[src/rtl/picorv32_pcpi_arbiter_pkg.sv]
// Shared types and constants for the PicoRV32 PCPI RV32M arbiter.
package picorv32_pcpi_pkg;

  typedef enum logic [1:0] {
    ST_IDLE  = 2'd0,
    ST_ISSUE = 2'd1,
    ST_RESP  = 2'd2,
    ST_DRAIN = 2'd3
  } arb_state_t;

  typedef enum logic {
    SEL_MUL = 1'b0,
    SEL_DIV = 1'b1
  } slave_sel_t;

  localparam logic [6:0] OPCODE_OP     = 7'b0110011;
  localparam logic [6:0] FUNCT7_MULDIV = 7'b0000001;

endpackage

[src/rtl/picorv32_pcpi_arbiter_if.sv]
// PCPI request/response bundle; master drives the request, slave returns the result.
interface picorv32_pcpi_if;
  logic        pcpi_valid;
  logic [31:0] pcpi_insn;
  logic [31:0] pcpi_rs1;
  logic [31:0] pcpi_rs2;
  logic        pcpi_wr;
  logic [31:0] pcpi_rd;
  logic        pcpi_wait;
  logic        pcpi_ready;

  modport master (
    output pcpi_valid, pcpi_insn, pcpi_rs1, pcpi_rs2,
    input  pcpi_wr, pcpi_rd, pcpi_wait, pcpi_ready
  );

  modport slave (
    input  pcpi_valid, pcpi_insn, pcpi_rs1, pcpi_rs2,
    output pcpi_wr, pcpi_rd, pcpi_wait, pcpi_ready
  );
endinterface

[src/rtl/picorv32_pcpi_decode.sv]
// Combinational RV32M claim/select decode for the PCPI arbiter.
module picorv32_pcpi_decode
  import picorv32_pcpi_pkg::*;
#(
  parameter int ENABLE_DIV = 1
) (
  input  logic        pcpi_valid,
  input  logic [31:0] pcpi_insn,
  output logic        claim,
  output slave_sel_t  sel
);

  localparam logic DIV_EN = (ENABLE_DIV != 32'sd0);

  logic unused_insn_s;
  assign unused_insn_s = &{1'b0, pcpi_insn[24:15], pcpi_insn[13:7]};

  // Claim only RV32M encodings; the divide group only when a div slave exists.
  always_comb begin
    claim = 1'b0;
    sel   = SEL_MUL;
    if (pcpi_valid && (pcpi_insn[6:0] == OPCODE_OP) &&
        (pcpi_insn[31:25] == FUNCT7_MULDIV) && (!pcpi_insn[14] || DIV_EN)) begin
      claim = 1'b1;
    end else begin
      claim = 1'b0;
    end
    if (pcpi_insn[14]) begin
      sel = SEL_DIV;
    end else begin
      sel = SEL_MUL;
    end
  end

endmodule

[src/rtl/picorv32_pcpi_arbiter.sv]
// Routes core PCPI requests to a mul or div co-processor with registered issue/response.
// Define PCPI_ARB_TIMEOUT_EN to abort a slave that stays silent for TIMEOUT_CYCLES.
module picorv32_pcpi_arbiter
  import picorv32_pcpi_pkg::*;
#(
  parameter int ENABLE_DIV     = 1,
  parameter int TIMEOUT_CYCLES = 64
) (
  input  logic            clk,
  input  logic            reset,
  picorv32_pcpi_if.slave  core,
  picorv32_pcpi_if.master mul,
  picorv32_pcpi_if.master div,
  output logic            timeout_pulse
);

  arb_state_t  state_r;
  slave_sel_t  sel_r;
  slave_sel_t  sel_s;
  logic        claim_s;
  logic [31:0] insn_r, rs1_r, rs2_r;
  logic        mul_valid_r, div_valid_r;
  logic        wait_r, ready_r, wr_r;
  logic [31:0] rd_r;
  logic        sel_ready_s, sel_wr_s;
  logic [31:0] sel_rd_s;

  picorv32_pcpi_decode #(
    .ENABLE_DIV (ENABLE_DIV)
  ) u_decode (
    .pcpi_valid (core.pcpi_valid),
    .pcpi_insn  (core.pcpi_insn),
    .claim      (claim_s),
    .sel        (sel_s)
  );

  // Response of the slave that owns the in-flight request; the other one is ignored.
  always_comb begin
    sel_ready_s = 1'b0;
    sel_wr_s    = 1'b0;
    sel_rd_s    = 32'h0000_0000;
    case (sel_r)
      SEL_MUL: begin
        sel_ready_s = mul.pcpi_ready;
        sel_wr_s    = mul.pcpi_wr;
        sel_rd_s    = mul.pcpi_rd;
      end
      SEL_DIV: begin
        sel_ready_s = div.pcpi_ready;
        sel_wr_s    = div.pcpi_wr;
        sel_rd_s    = div.pcpi_rd;
      end
      default: begin
        sel_ready_s = 1'b0;
        sel_wr_s    = 1'b0;
        sel_rd_s    = 32'h0000_0000;
      end
    endcase
  end

`ifdef PCPI_ARB_TIMEOUT_EN
  localparam int CNT_W = (TIMEOUT_CYCLES > 1) ? $clog2(TIMEOUT_CYCLES) : 1;
  logic [CNT_W-1:0] cnt_r;
  logic             timeout_r;
`else
  localparam int unused_timeout_cycles = TIMEOUT_CYCLES;
`endif

  // Arbiter FSM; every output is a register so slaves never see a combinational valid.
  always_ff @(posedge clk or posedge reset) begin
    if (reset) begin
      state_r     <= ST_IDLE;
      sel_r       <= SEL_MUL;
      insn_r      <= 32'h0000_0000;
      rs1_r       <= 32'h0000_0000;
      rs2_r       <= 32'h0000_0000;
      mul_valid_r <= 1'b0;
      div_valid_r <= 1'b0;
      wait_r      <= 1'b0;
      ready_r     <= 1'b0;
      wr_r        <= 1'b0;
      rd_r        <= 32'h0000_0000;
`ifdef PCPI_ARB_TIMEOUT_EN
      cnt_r       <= {CNT_W{1'b0}};
      timeout_r   <= 1'b0;
`endif
    end else begin
      ready_r <= 1'b0;
`ifdef PCPI_ARB_TIMEOUT_EN
      timeout_r <= 1'b0;
`endif
      case (state_r)
        ST_IDLE: begin
          if (claim_s) begin
            insn_r      <= core.pcpi_insn;
            rs1_r       <= core.pcpi_rs1;
            rs2_r       <= core.pcpi_rs2;
            sel_r       <= sel_s;
            mul_valid_r <= (sel_s == SEL_MUL);
            div_valid_r <= (sel_s == SEL_DIV);
            wait_r      <= 1'b1;
            state_r     <= ST_ISSUE;
`ifdef PCPI_ARB_TIMEOUT_EN
            cnt_r       <= {CNT_W{1'b0}};
`endif
          end
        end
        ST_ISSUE: begin
          if (sel_ready_s) begin
            wr_r        <= sel_wr_s;
            rd_r        <= sel_rd_s;
            ready_r     <= 1'b1;
            wait_r      <= 1'b0;
            mul_valid_r <= 1'b0;
            div_valid_r <= 1'b0;
            state_r     <= ST_RESP;
`ifdef PCPI_ARB_TIMEOUT_EN
          end else if (cnt_r == CNT_W'(TIMEOUT_CYCLES - 1)) begin
            // Abort without a ready so the core's own PCPI timeout traps the insn.
            wait_r      <= 1'b0;
            mul_valid_r <= 1'b0;
            div_valid_r <= 1'b0;
            timeout_r   <= 1'b1;
            state_r     <= ST_DRAIN;
          end else begin
            cnt_r <= cnt_r + CNT_W'(1);
`endif
          end
        end
        ST_RESP: begin
          wr_r    <= 1'b0;
          state_r <= ST_DRAIN;
        end
        ST_DRAIN: begin
          if (!core.pcpi_valid) begin
            state_r <= ST_IDLE;
          end
        end
        default: begin
          wait_r      <= 1'b0;
          mul_valid_r <= 1'b0;
          div_valid_r <= 1'b0;
          state_r     <= ST_IDLE;
        end
      endcase
    end
  end

`ifdef PCPI_ARB_TIMEOUT_EN
  assign timeout_pulse = timeout_r;
`else
  assign timeout_pulse = 1'b0;
`endif

  assign core.pcpi_wait  = wait_r;
  assign core.pcpi_ready = ready_r;
  assign core.pcpi_wr    = wr_r;
  assign core.pcpi_rd    = rd_r;

  assign mul.pcpi_valid = mul_valid_r;
  assign mul.pcpi_insn  = insn_r;
  assign mul.pcpi_rs1   = rs1_r;
  assign mul.pcpi_rs2   = rs2_r;
  assign div.pcpi_valid = div_valid_r;
  assign div.pcpi_insn  = insn_r;
  assign div.pcpi_rs1   = rs1_r;
  assign div.pcpi_rs2   = rs2_r;

  logic unused_wait_s;
  assign unused_wait_s = &{1'b0, mul.pcpi_wait, div.pcpi_wait};

endmodule

[src/flat_wrapper.sv]
// flat-port wrapper written by rule: the top's interface ports become plain ports
module picorv32_pcpi_arbiter_flat import picorv32_pcpi_pkg::*;
#(
  parameter int ENABLE_DIV     = 1,
  parameter int TIMEOUT_CYCLES = 64
)
  (clk, reset, timeout_pulse, core_pcpi_valid, core_pcpi_insn, core_pcpi_rs1, core_pcpi_rs2, core_pcpi_wr, core_pcpi_rd, core_pcpi_wait, core_pcpi_ready, mul_pcpi_valid, mul_pcpi_insn, mul_pcpi_rs1, mul_pcpi_rs2, mul_pcpi_wr, mul_pcpi_rd, mul_pcpi_wait, mul_pcpi_ready, div_pcpi_valid, div_pcpi_insn, div_pcpi_rs1, div_pcpi_rs2, div_pcpi_wr, div_pcpi_rd, div_pcpi_wait, div_pcpi_ready);
  picorv32_pcpi_if core_i ();
  picorv32_pcpi_if mul_i ();
  picorv32_pcpi_if div_i ();
  input  logic clk;
  input  logic reset;
  output logic timeout_pulse;
  input wire logic [$bits(core_i.pcpi_valid)-1:0] core_pcpi_valid;
  input wire logic [$bits(core_i.pcpi_insn)-1:0] core_pcpi_insn;
  input wire logic [$bits(core_i.pcpi_rs1)-1:0] core_pcpi_rs1;
  input wire logic [$bits(core_i.pcpi_rs2)-1:0] core_pcpi_rs2;
  output wire logic [$bits(core_i.pcpi_wr)-1:0] core_pcpi_wr;
  output wire logic [$bits(core_i.pcpi_rd)-1:0] core_pcpi_rd;
  output wire logic [$bits(core_i.pcpi_wait)-1:0] core_pcpi_wait;
  output wire logic [$bits(core_i.pcpi_ready)-1:0] core_pcpi_ready;
  output wire logic [$bits(mul_i.pcpi_valid)-1:0] mul_pcpi_valid;
  output wire logic [$bits(mul_i.pcpi_insn)-1:0] mul_pcpi_insn;
  output wire logic [$bits(mul_i.pcpi_rs1)-1:0] mul_pcpi_rs1;
  output wire logic [$bits(mul_i.pcpi_rs2)-1:0] mul_pcpi_rs2;
  input wire logic [$bits(mul_i.pcpi_wr)-1:0] mul_pcpi_wr;
  input wire logic [$bits(mul_i.pcpi_rd)-1:0] mul_pcpi_rd;
  input wire logic [$bits(mul_i.pcpi_wait)-1:0] mul_pcpi_wait;
  input wire logic [$bits(mul_i.pcpi_ready)-1:0] mul_pcpi_ready;
  output wire logic [$bits(div_i.pcpi_valid)-1:0] div_pcpi_valid;
  output wire logic [$bits(div_i.pcpi_insn)-1:0] div_pcpi_insn;
  output wire logic [$bits(div_i.pcpi_rs1)-1:0] div_pcpi_rs1;
  output wire logic [$bits(div_i.pcpi_rs2)-1:0] div_pcpi_rs2;
  input wire logic [$bits(div_i.pcpi_wr)-1:0] div_pcpi_wr;
  input wire logic [$bits(div_i.pcpi_rd)-1:0] div_pcpi_rd;
  input wire logic [$bits(div_i.pcpi_wait)-1:0] div_pcpi_wait;
  input wire logic [$bits(div_i.pcpi_ready)-1:0] div_pcpi_ready;
  assign core_i.pcpi_valid = core_pcpi_valid;
  assign core_i.pcpi_insn = core_pcpi_insn;
  assign core_i.pcpi_rs1 = core_pcpi_rs1;
  assign core_i.pcpi_rs2 = core_pcpi_rs2;
  assign core_pcpi_wr = core_i.pcpi_wr;
  assign core_pcpi_rd = core_i.pcpi_rd;
  assign core_pcpi_wait = core_i.pcpi_wait;
  assign core_pcpi_ready = core_i.pcpi_ready;
  assign mul_pcpi_valid = mul_i.pcpi_valid;
  assign mul_pcpi_insn = mul_i.pcpi_insn;
  assign mul_pcpi_rs1 = mul_i.pcpi_rs1;
  assign mul_pcpi_rs2 = mul_i.pcpi_rs2;
  assign mul_i.pcpi_wr = mul_pcpi_wr;
  assign mul_i.pcpi_rd = mul_pcpi_rd;
  assign mul_i.pcpi_wait = mul_pcpi_wait;
  assign mul_i.pcpi_ready = mul_pcpi_ready;
  assign div_pcpi_valid = div_i.pcpi_valid;
  assign div_pcpi_insn = div_i.pcpi_insn;
  assign div_pcpi_rs1 = div_i.pcpi_rs1;
  assign div_pcpi_rs2 = div_i.pcpi_rs2;
  assign div_i.pcpi_wr = div_pcpi_wr;
  assign div_i.pcpi_rd = div_pcpi_rd;
  assign div_i.pcpi_wait = div_pcpi_wait;
  assign div_i.pcpi_ready = div_pcpi_ready;
  picorv32_pcpi_arbiter #(.ENABLE_DIV(ENABLE_DIV), .TIMEOUT_CYCLES(TIMEOUT_CYCLES)) u_core (.clk(clk), .reset(reset), .core(core_i), .mul(mul_i), .div(div_i), .timeout_pulse(timeout_pulse));
endmodule
[config.mk]
export PLATFORM = sky130hd
export DESIGN_NAME = picorv32_pcpi_arbiter_flat
export DESIGN_NICKNAME = d
export VERILOG_FILES = /design/src/rtl/picorv32_pcpi_arbiter_pkg.sv /design/src/rtl/picorv32_pcpi_arbiter_if.sv /design/src/rtl/picorv32_pcpi_decode.sv /design/src/rtl/picorv32_pcpi_arbiter.sv /design/src/flat_wrapper.sv
export SDC_FILE = /design/constraint.sdc
export NUM_CORES = 1
export LEC_CHECK = 0
export BUFFER_PORTS_ARGS = -buffer_cell sky130_fd_sc_hd__clkbuf_2
export CORE_AREA = 2 2 157 159
export CTS_CLUSTER_SIZE = 30
export DETAILED_ROUTE_END_ITERATION = 6
export DIE_AREA = 0 0 159 161
export GPL_TIMING_DRIVEN = 0
export PLACE_DENSITY_LB_ADDON = 0.2
export REMOVE_ABC_BUFFERS = 1
export SLEW_MARGIN = 20
export SYNTH_ARGS = -nofsm -noshare
export SYNTH_HDL_FRONTEND = slang
export SYNTH_SLANG_ARGS = --single-unit
[constraint.sdc]
create_clock -name clk -period 6.1 [get_ports clk]
set_clock_uncertainty 0.15 [all_clocks]
set_input_delay 1.22 -clock clk [delete_from_list [all_inputs] [get_ports clk]]
set_output_delay 1.22 -clock clk [all_outputs]
set_load 0.005 [all_outputs]
==> summary.md <==
| Metric | Value |
|---|---|
| Cell Rows | `57` |
| Area of the core | `24000 um^2` |
| Nets | `956` |
| Worst Setup SP | `core_pcpi_insn[26]` |
| Placed Cells | `1088` |
| CTS tree | `built` |
| Top area cells in the synthesized netlist | `dfrtp_1, mux2_2, buf_4` |
| Worst-Margin Slew | `638 ps` |
| R2R cell count | `6` |
| Most instantiated cells after synthesis | `dfrtp_1, buf_4, mux2_2, mux2i_1, nor2_1` |
| RSZ-0062 raised after global routing | `false` |
| Setup WS pre-CTS | `2780 ps` |
| Leak | `4.77 nW` |
| Remaining antenna violation count | `0` |
| Die Width | `159 um` |
| GPL Wtd Cong | `0.727` |
| 1st-pass router iterations | `4` |
| Peak VDD IR | `0.140 mV` |
| Die area | `25600 um^2` |
| Area growth syn-to-layout | `35.1%` |
| Worst Hold Class | `register to register` |
| Vias in the first global route | `4400` |
| I/O Pins | `399` |
| Synth cell types | `28` |
| Maximum clock path buffer count | `2` |
| Final Util | `35.4%` |
| Worst-skew pair later-pin latency | `410 ps` |
| Post-cts sizing count | `0` |
| Area leader, netlist | `dfrtp_1` |
| Largest net degree at the start of global routing | `73` |
| Crit. End Element | `register` |
| Hold path cells | `2` |
| Pins Over Slew Limit | `0` |
| Worst setup margin | `3250 ps` |
| Htree depth | `4` |
| Worst Path Required | `6250 ps` |
| Diode count | `0` |
| Reg-to-reg slack, setup | `3580 ps` |
| Clock-pin slew on the worst setup and hold paths | `60 ps` |
| Status | `complete, no violations` |
| Fin cells | `1119` |
| Arrival time worst endpoint | `2990 ps` |
| CP max FO | `37` |
| Sequential area share after synthesis | `53.8%` |
| Top cell type's share of synthesized area | `53.8%` |
| Routed wire length | `15.7 mm` |
| Minimum clock period | `2850 ps` |
| Total grt overflow | `0` |
| Worst R2R Start | `u_core.state_r[0]$_DFFE_PP0P_` |
| Worst R2R End | `u_core.div.pcpi_rs2[22]$_DFFE_PP0P_` |
| Post-synth ARST share | `100%` |
| Total GRT Usage | `12.2%` |
| Total design power | `2.62 mW` |
| Fin crit share | `46.6%` |
| #FFs+latches synth | `135` |
| Num CTS Buffers | `17` |
| CP Launch Type | `input pin` |
| Netlist Area Pre-Place | `6270 um^2` |
| Initial Util | `26.2%` |
| Iter 0 DRT Violations | `131` |
| First-pass GRT wire length | `24.4 mm` |
| Initial antenna violation count | `0` |
| Hold EP | `u_core.div.pcpi_valid$_DFFE_PP0P_` |
| PortBufs | `395` |
| Hold_buf cts | `0` |
| DRC viols | `0` |
| Most common cell in the synthesized netlist | `dfrtp_1` |
| Fin. Hold Viols | `0` |
| Max Cap Viol | `0` |
| CTS sink cnt | `135` |
| Post-CTS Setup Inserts | `0` |
| Syn avg cell area | `12.9 um^2` |
| Fillcell total | `2431` |
| CTS root buffer | `clkbuf_16` |
| PD cells | `309 nW/um^2` |
| Cell count after synthesis | `485` |
| Final setup vio count | `0` |
| Layout cell share with drive strength beyond 1 | `65.8%` |
| WL/cell | `14.1 um` |
| Worst rel slew slack | `57.4%` |
| Critical path class | `input pin to register` |
| Post-DP HPWL | `12.1 mm` |
| Hold path startpoint | `u_core.div.pcpi_valid$_DFFE_PP0P_` |
| Number of flops mapped to enable cells by yosys | `0` |
| FMAX | `0.351 GHz` |
| Via-per-instance ratio | `3.94` |
| Ys Warns | `0` |
| Die Y | `161 um` |
| Vias | `4412` |
| Synth Flop Type | `dfrtp_1` |
## per-layer routing
layer | vias to the layer above | track usage, % | wire (um)
li1 | 2134 | - | -
met1 | 2060 | 14.8 | 6380
met2 | 210 | 20.8 | 7990
met3 | 8 | 3.98 | 1230
met4 | 0 | 3.47 | 138
met5 | - | 0 | 0
## power by group
group / internal, mW / leakage, nW / switching, mW
Clock: 0.687 / 0.301 / 0.417
Combinational: 0.215 / 2.69 / 0.227
Sequential: 1.01 / 1.79 / 0.0593
## cell families after synthesis
logic type,synth area share [%]
buf+inv,15.0
mux,21.3
simple gates,5.09
other cells,0.0598
flops,53.8
compound gates,3.95
fa+ha+maj,0.798
## cell usage in the layout, fill, tap and decap left out, types with 5 or more instances in the layout
| cell type | n |
|---|---|
| mux2_2 | 70 |
| mux2i_1 | 35 |
| nand2b_1 | 5 |
| inv_1 | 5 |
| clkbuf_2 | 395 |
| mux2_4 | 13 |
| and2_1 | 9 |
| a21oi_1 | 32 |
| nor2_1 | 34 |
| dfrtp_1 | 134 |
| clkbuf_16 | 17 |
## how the worst max path moves through the flow
stage / cells past startpoint / slack [ps] / to
4_1_cts: 5 / 3220 / u_core.div.pcpi_rs2[26]$_DFFE_PP0P_
2_1_floorplan: 1 / 1120 / u_core.core.pcpi_rd[0]$_DFFE_PP0P_
5_1_grt: 5 / 3120 / u_core.div.pcpi_rs2[23]$_DFFE_PP0P_
6_report: 5 / 3250 / u_core.div.pcpi_rs2[22]$_DFFE_PP0P_
3_5_place_dp: 5 / 2780 / u_core.div.pcpi_rs2[27]$_DFFE_PP0P_
3_3_place_gp: 2 / -870 / u_core.div.pcpi_rs1[0]$_DFFE_PP0P_
## layout make-up
type,count,area [um^2],share of cell area [%]
sequential,135,3380,39.9
timing repair buffer,400,2080,24.6
multi-input combinational,223,1960,23.1
clock buffer,17,425,5.02
tap,324,405,4.78
clock inverter,14,198,2.33
inverter,6,30.0,0.354
## per-stage QoR
step	hold slack, ps	cell area [um^2]	setup TNS (ps)
global route	386	8480	0
CTS	370	8480	0
detailed placement	355	7860	0
global placement	346	7740	-117080
finish	366	8480	0
floorplan	350	5360	0
## flip-flops by register name, summed over array words and instances (netlist names)
register	flops
u_core.state_r	2
u_core.core.pcpi_rd	32
u_core.core.pcpi_wr	1
u_core.core.pcpi_wait	1
u_core.div.pcpi_valid	1
u_core.mul.pcpi_valid	1
u_core.div.pcpi_rs1	32
u_core.core.pcpi_ready	1
u_core.div.pcpi_insn	32
u_core.div.pcpi_rs2	32
## critical path, stage by stage
cell      delay, ps
clkbuf_2        100
nor4b_4         350
nand4_4         550
buf_12          400
mux2_4          320
No activity file was read; power rests on OpenSTA's default activity.
